**config.mk**
```make
export PLATFORM = sky130hd
export DESIGN_NAME = id_ex_forward
export DESIGN_NICKNAME = d
export VERILOG_FILES = /design/src/rtl/id_ex_forward.sv
export SDC_FILE = /design/constraint.sdc
export NUM_CORES = 1
export LEC_CHECK = 0
export BUFFER_PORTS_ARGS = -buffer_cell sky130_fd_sc_hd__buf_4
export CAP_MARGIN = 25
export CORE_ASPECT_RATIO = 0.7
export CORE_MARGIN = 2
export CORE_UTILIZATION = 50
export CTS_CLUSTER_SIZE = 16
export DETAILED_ROUTE_END_ITERATION = 10
export PLACE_DENSITY = 0.85
export SYNTH_ARGS = -nofsm -noshare
export SYNTH_HDL_FRONTEND = slang
export SYNTH_SLANG_ARGS = --single-unit
```
**constraint.sdc**
```tcl
create_clock -name clk -period 2.9 [get_ports clk]
set_input_delay 0.145 -clock clk [delete_from_list [all_inputs] [get_ports clk]]
set_output_delay 0.145 -clock clk [all_outputs]
set_load 0.005 [all_outputs]
```
**src/rtl/id_ex_forward.sv**
```systemverilog
// ID/EX pipeline register with EX/MEM and MEM/WB operand bypass and load-use bubble insertion.
// Optional: define ID_EX_LOADUSE_CNT_EN to add a saturating LoadUseCount output.
module id_ex_forward #(
  parameter int unsigned DATA_W = 32,
  parameter int unsigned REG_AW = 5,
  parameter int unsigned CTRL_W = 4
) (
  input  logic              clk,
  input  logic              rst_n,
  input  logic              Stall,
  input  logic              Flush,
  input  logic              IdValid,
  input  logic [DATA_W-1:0] IdRsData,
  input  logic [DATA_W-1:0] IdRtData,
  input  logic [DATA_W-1:0] IdImm,
  input  logic [REG_AW-1:0] IdRs,
  input  logic [REG_AW-1:0] IdRt,
  input  logic [REG_AW-1:0] IdWriteReg,
  input  logic [CTRL_W-1:0] IdALUControl,
  input  logic              IdALUSrc,
  input  logic              IdRegWrite,
  input  logic              IdMemRead,
  input  logic              IdMemWrite,
  input  logic              IdMemToReg,
  input  logic              MemRegWrite,
  input  logic [REG_AW-1:0] MemRd,
  input  logic [DATA_W-1:0] MemALUResult,
  input  logic              WbRegWrite,
  input  logic [REG_AW-1:0] WbRd,
  input  logic [DATA_W-1:0] WbData,
  output logic [CTRL_W-1:0] ALUControl,
  output logic [DATA_W-1:0] I0,
  output logic [DATA_W-1:0] I1,
  output logic [DATA_W-1:0] ExStoreData,
  output logic [REG_AW-1:0] ExWriteReg,
  output logic              ExValid,
  output logic              ExRegWrite,
  output logic              ExMemRead,
  output logic              ExMemWrite,
  output logic              ExMemToReg,
  output logic              LoadUseStall
`ifdef ID_EX_LOADUSE_CNT_EN
  ,
  output logic [15:0]       LoadUseCount
`endif
);

  typedef struct packed {
    logic              valid;
    logic [DATA_W-1:0] rs_data;
    logic [DATA_W-1:0] rt_data;
    logic [DATA_W-1:0] imm;
    logic [REG_AW-1:0] rs;
    logic [REG_AW-1:0] rt;
    logic [REG_AW-1:0] write_reg;
    logic [CTRL_W-1:0] alu_ctrl;
    logic              alu_src;
    logic              reg_write;
    logic              mem_read;
    logic              mem_write;
    logic              mem_to_reg;
  } ex_t;

  ex_t               ex_q;
  ex_t               id_d;
  logic              mem_hit_rs, mem_hit_rt, wb_hit_rs, wb_hit_rt;
  logic [DATA_W-1:0] fwd_rs, fwd_rt;
  logic              load_use;

  // Bypass select: EX/MEM beats MEM/WB, register 0 is never forwarded.
  assign mem_hit_rs = MemRegWrite && (MemRd != '0) && (MemRd == ex_q.rs);
  assign mem_hit_rt = MemRegWrite && (MemRd != '0) && (MemRd == ex_q.rt);
  assign wb_hit_rs  = WbRegWrite  && (WbRd  != '0) && (WbRd  == ex_q.rs);
  assign wb_hit_rt  = WbRegWrite  && (WbRd  != '0) && (WbRd  == ex_q.rt);

  assign fwd_rs = mem_hit_rs ? MemALUResult : (wb_hit_rs ? WbData : ex_q.rs_data);
  assign fwd_rt = mem_hit_rt ? MemALUResult : (wb_hit_rt ? WbData : ex_q.rt_data);

  // Conservative: rt match counts even when the ID instruction ignores rt.
  assign load_use = ex_q.valid && ex_q.mem_read && (ex_q.write_reg != '0) && IdValid &&
                    ((ex_q.write_reg == IdRs) || (ex_q.write_reg == IdRt));

  always_comb begin
    id_d            = '0;
    id_d.valid      = IdValid;
    id_d.rs_data    = IdRsData;
    id_d.rt_data    = IdRtData;
    id_d.imm        = IdImm;
    id_d.rs         = IdRs;
    id_d.rt         = IdRt;
    id_d.write_reg  = IdWriteReg;
    id_d.alu_ctrl   = IdALUControl;
    id_d.alu_src    = IdALUSrc;
    id_d.reg_write  = IdRegWrite;
    id_d.mem_read   = IdMemRead;
    id_d.mem_write  = IdMemWrite;
    id_d.mem_to_reg = IdMemToReg;
  end

  // While stalled, operands keep absorbing bypass values so a retiring producer is not lost.
  always_ff @(posedge clk) begin
    if (!rst_n) begin
      ex_q <= '0;
    end else if (Flush) begin
      ex_q <= '0;
    end else if (Stall) begin
      ex_q.rs_data <= fwd_rs;
      ex_q.rt_data <= fwd_rt;
    end else if (load_use) begin
      ex_q <= '0;
    end else begin
      ex_q <= id_d;
    end
  end

`ifdef ID_EX_LOADUSE_CNT_EN
  logic [15:0] cnt_q;

  always_ff @(posedge clk) begin
    if (!rst_n) begin
      cnt_q <= '0;
    end else if (load_use && !Stall && !Flush && (cnt_q != 16'hFFFF)) begin
      cnt_q <= cnt_q + 16'd1;
    end
  end

  assign LoadUseCount = cnt_q;
`endif

  assign ALUControl   = ex_q.alu_ctrl;
  assign I0           = fwd_rs;
  assign I1           = ex_q.alu_src ? ex_q.imm : fwd_rt;
  assign ExStoreData  = fwd_rt;
  assign ExWriteReg   = ex_q.write_reg;
  assign ExValid      = ex_q.valid;
  assign ExRegWrite   = ex_q.reg_write;
  assign ExMemRead    = ex_q.mem_read;
  assign ExMemWrite   = ex_q.mem_write;
  assign ExMemToReg   = ex_q.mem_to_reg;
  assign LoadUseStall = load_use;

endmodule

```
=== After elaboration in Yosys (flattened, before gate mapping) ===
Index checks and enable logic that the tools add are counted.

* Multiply operators: 0
* Multiplexer cells: 7
* Reduce and logical (&&, ||, !) cells: 15
* $lt $le $gt $ge: 0
* Bitwise operators: 1
* Add/sub/neg operators: 0
* Shift operators: 0
* Equal/unequal tests: 6
* Divide/modulo/power cells: 0

{| class="wikitable"
|+ Operator list
! cell !! number
|-
| $mux W32 || 5
|-
| $mux W121 || 1
|-
| $mux W64 || 1
|-
| $eq A5 B5 Y1 || 6
|-
| $reduce_bool A5 Y1 || 3
|-
| $logic_and A1 B1 Y1 || 10
|-
| $reduce_or A2 Y1 || 1
|-
| $logic_or A1 B1 Y1 || 1
|-
| $not A1 Y1 || 1
|}

* Bits in latches: 0
* Input bits: 201
* Output and inout port bits: 111
* Bits in read-only memories: 0
* Memories kept: 0
* Register bits after elaboration: 121
* RAM bits: 0

=== Longest topological paths before layout ===
Gate-level depths: netlist of the first run.

* Depth after elaboration: 6
* Depth in mapped cells: 7
* Mapped depth without buffers: 5

=== Least setup slack after synthesis of the first run ===
Ideal clock, no wire load.

* Path type: reg-to-output
* Start point: register ex_q[16] (netlist bit)
* End point: output I1[8]
* Arrival time: 1887 ps
* Slack: 868 ps
* Buffers on the path: 1
* Data required time: 2755 ps
* Cell stages (with the launch flop): 7
* Cells stage by stage: dfxtp_1 -> xor2_1 -> or3_1 -> clkbuf_1 -> or4_4 -> a31oi_4 -> mux2_2

* Longest elaborated chain between the ends: 5
* Elaborated cells between the ends (all ways): 7
* Classes of those cells: eq/ne (2); mux (3); reduce/logical (2)

{| class="wikitable"
|+ Ends and longest elaborated chain
! element !! RTL line !! text
|-
| start, declared || 64 || <nowiki>ex_t ex_q;</nowiki>
|-
| start signal, assigned || 112 || <nowiki>ex_q <= id_d;</nowiki>
|-
| $eq A5 B5 Y1 || 74 || <nowiki>assign wb_hit_rt = WbRegWrite && (WbRd != '0) && (WbRd == ex_q.rt);</nowiki>
|-
| $logic_and A1 B1 Y1 || 74 ||
|-
| $mux W32 || 77 || <nowiki>assign fwd_rt = mem_hit_rt ? MemALUResult : (wb_hit_rt ? WbData : ex_q.rt_data);</nowiki>
|-
| $mux W32 * || 77 ||
|-
| via ExStoreData[8] || 34 || <nowiki>output logic [DATA_W-1:0] ExStoreData,</nowiki>
|-
| $mux W32 * || 132 || <nowiki>assign I1 = ex_q.alu_src ? ex_q.imm : fwd_rt;</nowiki>
|-
| end, declared || 33 || <nowiki>output logic [DATA_W-1:0] I1,</nowiki>
|}

The timed path passes the listed nets; every way through them passes the cells marked *.

=== Final worst setup path of the first run ===
* Start point: register ex_q[17] (netlist bit)
* End point: output I1[8]

* Longest elaborated chain between the ends: 5
* Elaborated cells between the ends (all ways): 7
* Classes of those cells: eq/ne (2); mux (3); reduce/logical (2)

{| class="wikitable"
|+ Ends and longest elaborated chain
! element !! RTL line
|-
| $eq A5 B5 Y1 || 74
|-
| $logic_and A1 B1 Y1 || 74
|-
| $mux W32 || 77
|-
| $mux W32 * || 77
|-
| $mux W32 * || 132
|}

Every way passes the cells marked *; elsewhere a longest branch is shown, timed or not.

==> flow_summary_export.csv, run 1 <==
group,metric,value,unit
placed_design,post_dp_cell_area,0.00927,mm²
clock_network,cts-htree-levels,4,
sta,skew,0.00994,ns
die,die_area,0.0145,mm²
die,initial_core_util,0.514,
critical_path,cp_data_arrival_time,2.74,ns
clock_network,cts_buffers,17,
sta,timing.final.ws_setup,0.0177,ns
sta,relSlewSlack,0.332,
grt,grt_pass1_vias,8685,
route,drc,0,
die,top_level_ports,312,
die,chipWidth,143,µm
layout,nets,1372,
placed_design,gp_congestion,0.862,
route,ant_nets,0,
placed_design,port_buffers,311,
synth,synth.distinct_cells,34,
sta,period_needed,2.88,ns
route,drt_wl_total,32200,µm
power,ir_drop,393,µV
clock_network,cts_sinks,121,
route,routedWlPerCell,23.5,µm
synth,synth_seq_cells,121,
grt,overflow,0,
synth,netlist_instances,792,
sta,drv_slew,0,
power,p_per_area,459,mW/mm²
clock_network,cts.reportedPaths.clkPinSlew,0.06,ns
critical_path,crit_type,"reg -> out",
placed_design,dpl.cell_count,1208,
clock_network,clockBufferDepth,2,
sta,max_freq,347,MHz
route,drt_iter0_drc,1092,
hold_path,min_path_type,"in -> reg",
clock_network,cts_tree,"yes",
critical_path,crit_path_end_kind,"primary output",
power,p_leak,4.60,nW
layout,syn_to_final_growth,65.2,%
grt,antenna_found_initial,0,
critical_path,cp.required,2.76,ns
synth,synth_area_leader_cell,"dfxtp_1",
synth,netlist_area,0.00677,mm²
critical_path,reg2reg_slack,0.63,ns
synth,ys_seq_area_frac,0.358,
synth,yosysTopAreaCellShare,0.358,
grt,grt_max_degree,88,
flow_run,max_cap_violations,0,
sta,post-route-period-util,0.994,
layout,drive_above_1_share,0.370,
route,via_count,8929,
clock_network,clk_latency,0.41,ns
sta,tightest_slew,1.00,ns
synth,synth_fp_nets,993,
placed_design,dp_hpwl,18200,µm
layout,finalInstanceArea,0.0112,mm²
layout,final_core_util,0.849,
grt,grt_pass1_wl,48100,µm
sta,final-setup-viol-count,0,
route,drt-pass1-iter-count,6,
sta,timing.setup.tns,0,ns
grt,grt_usage,0.426,
die,rows,35,
die,die_h,101,µm
die,coreArea,0.0132,mm²
sta,hold_violations,0,
synth,syn_avg_cell_area,8.55,µm²
clock_network,root_buffer,"clkbuf_16",
critical_path,cp-start-kind,"register",
placed_design,dp_worst_setup_slack,0.191,ns
synth,yosys_warnings,0,
status,status,"complete, no violations",
sta,rsz0062_at_grt,"yes",
layout,insertedDiodeCount,0,
layout,layout.cells.non_filler,1369,
route,routed_via_density,6.52,
synth,synth_area_leaders,"dfxtp_1 36%, a22o_1 16%, o31ai_1 7.0%",
critical_path,path_max_fanout,18,
## path summary, 6_finish.rpt
| path | startpoint | end | cells after the start |
|---|---|---|---|
| max | ex_q[17] | I1[8] | 7 |
| min | IdRtData[30] | ex_q[86] | 2 |
| max reg2reg | ex_q[17] | ex_q[64] | 6 |
| min reg2reg | ex_q[53] | ex_q[53] | 1 |
## cells in the final DEF (no fill, tap or decap), drive strengths merged
master and n:
bufinv 2, nor3 65, or4 3, xor2 13
clkinv 3, clkbuf 18, xnor2 20, a211oi 2
nand2 95, a2111oi 1, dfxtp 121, clkinvlp 2
nor3b 1, inv 10, mux2 32, nand3 3
o31ai 64, and2 1, nand4 2, or2 4
nor4 63, nor2 1, o211ai 2, a21oi 1
buf 346, a21bo 1, a22o 121, dlygate4sd3 120
a31oi 64, or3 2, o22ai 1
## layout make-up
class                           instances  area, µm²
Clock buffer                           18        439
Clock inverter                         14        161
Fill cell                             740       1990
Inverter                                3       11.3
Multi-Input combinational cell        562       4090
Sequential cell                       121       2430
Tap cell                              185        231
Timing Repair Buffer                  466       3820
## worst max-delay path, cell delays in order (launching register included)
cell and delay [ns]:
dfxtp_1 0.42, xor2_1 0.19, or3_4 0.41, buf_4 0.23, or4_4 0.54, a31oi_4 0.25
mux2_2 0.18, buf_4 0.10
## cells in the mapped netlist (all sizes together)
library cell,n
a211oi,2
inv,3
a2111oi,1
nand2,95
xor2,10
a21bo,1
nor2,1
a31oi,64
a21oi,1
o211ai,2
nand4,2
mux2,32
dfxtp,121
nor3b,1
nand3,3
and2,1
nor4,63
buf,42
o22ai,1
or4,3
or2,4
o31ai,64
a22o,121
clkbuf,67
nor3,65
xnor2,20
or3,2
## flip-flops by register name, indices dropped and copies added, names as in the netlist
signal	cells
ExWriteReg	5
ex_q	107
ExMemToReg	1
ALUControl	4
ExMemRead	1
ExValid	1
ExMemWrite	1
ExRegWrite	1
## layer usage
metal | global-route usage | wire length, µm
met5 | 0 | 0
met2 | 0.717 | 15000
met3 | 0.106 | 3780
met1 | 0.519 | 11800
met4 | 0.199 | 1610
## power by group
part / switching, mW / internal, mW
clock network: 0.904 / 1.31
logic: 0.574 / 0.574
registers: 0.0461 / 1.72
total: 1.52 / 3.61
## per-stage QoR
stage	hold slack [ns]	total power, mW
2_1_floorplan	0.278	2.21
3_3_place_gp	0.361	2.72
3_5_place_dp	0.364	2.73
4_1_cts	0.0167	5.05
5_1_grt	0.0193	5.26
6_report	0.0428	5.13
## cell families (layout without fill, tap and decap cells)
logic type | after synthesis | in the layout | synth area share
buf+inv | 112 | 501 | 0.0739
compound gates | 257 | 257 | 0.301
mux | 32 | 32 | 0.0532
flops | 121 | 121 | 0.358
xor+xnor | 30 | 33 | 0.0388
simple gates | 240 | 240 | 0.176
## repair_timing
action | CTS | global route
hold buffers | 120 | 0
endpoints found under the setup margin | 72 | 14
hold endpoints to repair | 120 | 0
resized for setup | 3 | 4
setup buffers | 1 | 5
pin swaps | 3 | 2
gates cloned | 3 | 0
No activity file was read; power rests on OpenSTA's default activity.
==> run 2, diff against run 1 <==
Settings changed: BUFFER_PORTS_ARGS -buffer_cell sky130_fd_sc_hd__buf_4 to -buffer_cell sky130_fd_sc_hd__buf_2.
==> run 2 against run 1 <==
Effect of this change: sequential share of layout area increased by 1.6 points; largest power group unchanged; clock skew decreased by 0.0020 ns; critical path depth unchanged; clock power about the same; utilization decreased by 5.9 points.
==> flow_summary_export.csv, run 2 (synthesized netlist as in run 1, its figures left out) <==
group,metric,value,unit
route,drt-pass1-iter-count,6,
layout,largest_register,"ex_q",
grt,grt_max_degree,111,
route,routed_via_density,6.40,
die,top_level_ports,312,
clock_network,cts_buffers,17,
route,drc,0,
critical_path,crit_path_end_kind,"primary output",
layout,drive_above_1_share,0.369,
critical_path,cp_data_arrival_time,2.65,ns
die,die_area,0.0145,mm²
die,rows,35,
die,chipWidth,143,µm
clock_network,clockBufferDepth,2,
clock_network,cts_tree,"yes",
layout,final_common_cell,"buf_2",
sta,rsz0062_at_grt,"no",
route,drt_iter0_drc,941,
sta,skew,0.00799,ns
grt,grt_usage,0.413,
sta,relSlewSlack,0.326,
layout,layout.cells.non_filler,1370,
critical_path,cp.required,2.76,ns
clock_network,cts_sinks,121,
die,coreArea,0.0132,mm²
placed_design,gp_congestion,0.890,
placed_design,dp_hpwl,17800,µm
clock_network,cts-htree-levels,4,
placed_design,dp_worst_setup_slack,0.178,ns
status,status,"complete, no violations",
sta,period_needed,2.79,ns
power,p_per_area,483,mW/mm²
sta,max_freq,358,MHz
grt,grt_pass1_vias,8623,
die,initial_core_util,0.514,
clock_network,root_buffer,"clkbuf_16",
critical_path,cp-start-kind,"register",
layout,nets,1371,
grt,antenna_found_initial,0,
sta,timing.final.ws_setup,0.108,ns
power,p_leak,4.41,nW
critical_path,crit_type,"reg -> out",
die,die_h,101,µm
grt,overflow,0,
flow_run,max_cap_violations,0,
route,via_count,8767,
sta,tightest_slew,1.01,ns
sta,drv_slew,0,
power,ir_drop,358,µV
placed_design,port_buffers,311,
sta,final-setup-viol-count,0,
route,drt_wl_total,30600,µm
grt,grt_pass1_wl,46600,µm
route,routedWlPerCell,22.3,µm
sta,hold_violations,0,
layout,largest_reg_flops,107,
critical_path,path_max_fanout,14,
sta,post-route-period-util,0.963,
route,ant_nets,0,
clock_network,cts.reportedPaths.clkPinSlew,0.06,ns
placed_design,dpl.cell_count,1211,
layout,most-common-layout-cells,"311 x buf_2, 121 x a22o_1, 118 x dfxtp_1, 117 x dlygate4sd3_1, 95 x nand2_1",
sta,timing.setup.tns,0,ns
layout,syn_to_final_growth,53.7,%
clock_network,clk_latency,0.41,ns
layout,final_core_util,0.790,
hold_path,min_path_type,"in -> reg",
## run 2: metal layers
metal,GRT usage,share of wire
met1,0.500,0.37
met2,0.690,0.46
met4,0.196,0.051
met3,0.110,0.11
met5,0,0
## run 2: final timing paths
kind,from,endpoint,slack [ns],cells past startpoint
worst max-delay path,ex_q[16],I1[8],0.11,7
worst min register to register,ex_q[44],ex_q[44],0.47,1
worst max register to register,ex_q[23],ex_q[98],0.63,6
worst min-delay path,IdRt[2],ex_q[16],0.02,2
## run 2: layout make-up
type	instances	area [µm²]
Tap cell	185	231
Fill cell	838	2770
Multi-Input combinational cell	562	4080
Sequential cell	121	2430
Clock buffer	19	453
Clock inverter	13	168
Timing Repair Buffer	465	3040
Antenna cell	2	5.00
Inverter	3	11.3
## run 2: metrics by stage
step	hold WS [ns]	power, mW	cell area (µm²)
after floorplan	0.278	2.21	6770
after global placement	0.360	2.60	8520
after detailed placement	0.364	2.61	8520
after CTS	0.00263	4.97	10400
after global routing	0.00834	5.16	10400
final	0.0177	5.03	10400
## run 2: repair_timing
action                                  4_1_cts  5_1_grt
resized for setup                             1        2
gates cloned                                  3        0
hold buffers                                117        0
pin swaps                                     3        1
buffers inserted                              2        2
endpoints found under the hold margin       117        0
endpoints found under the setup margin       65       18
## run 2: critical path: stages, from the launching register on
cell and delay [ns]:
dfxtp_2 0.46, xor2_4 0.12, or3_1 0.41, buf_4 0.22, or4_4 0.51, a31oi_4 0.22, mux2_2 0.18, buf_2 0.11
## run 2: power breakdown
group / total, mW / internal, mW / switching (mW)
Clock: 2.25 / 1.40 / 0.848
Combinational: 1.01 / 0.455 / 0.557
Sequential: 1.77 / 1.72 / 0.0434
Total: 5.03 / 3.58 / 1.45
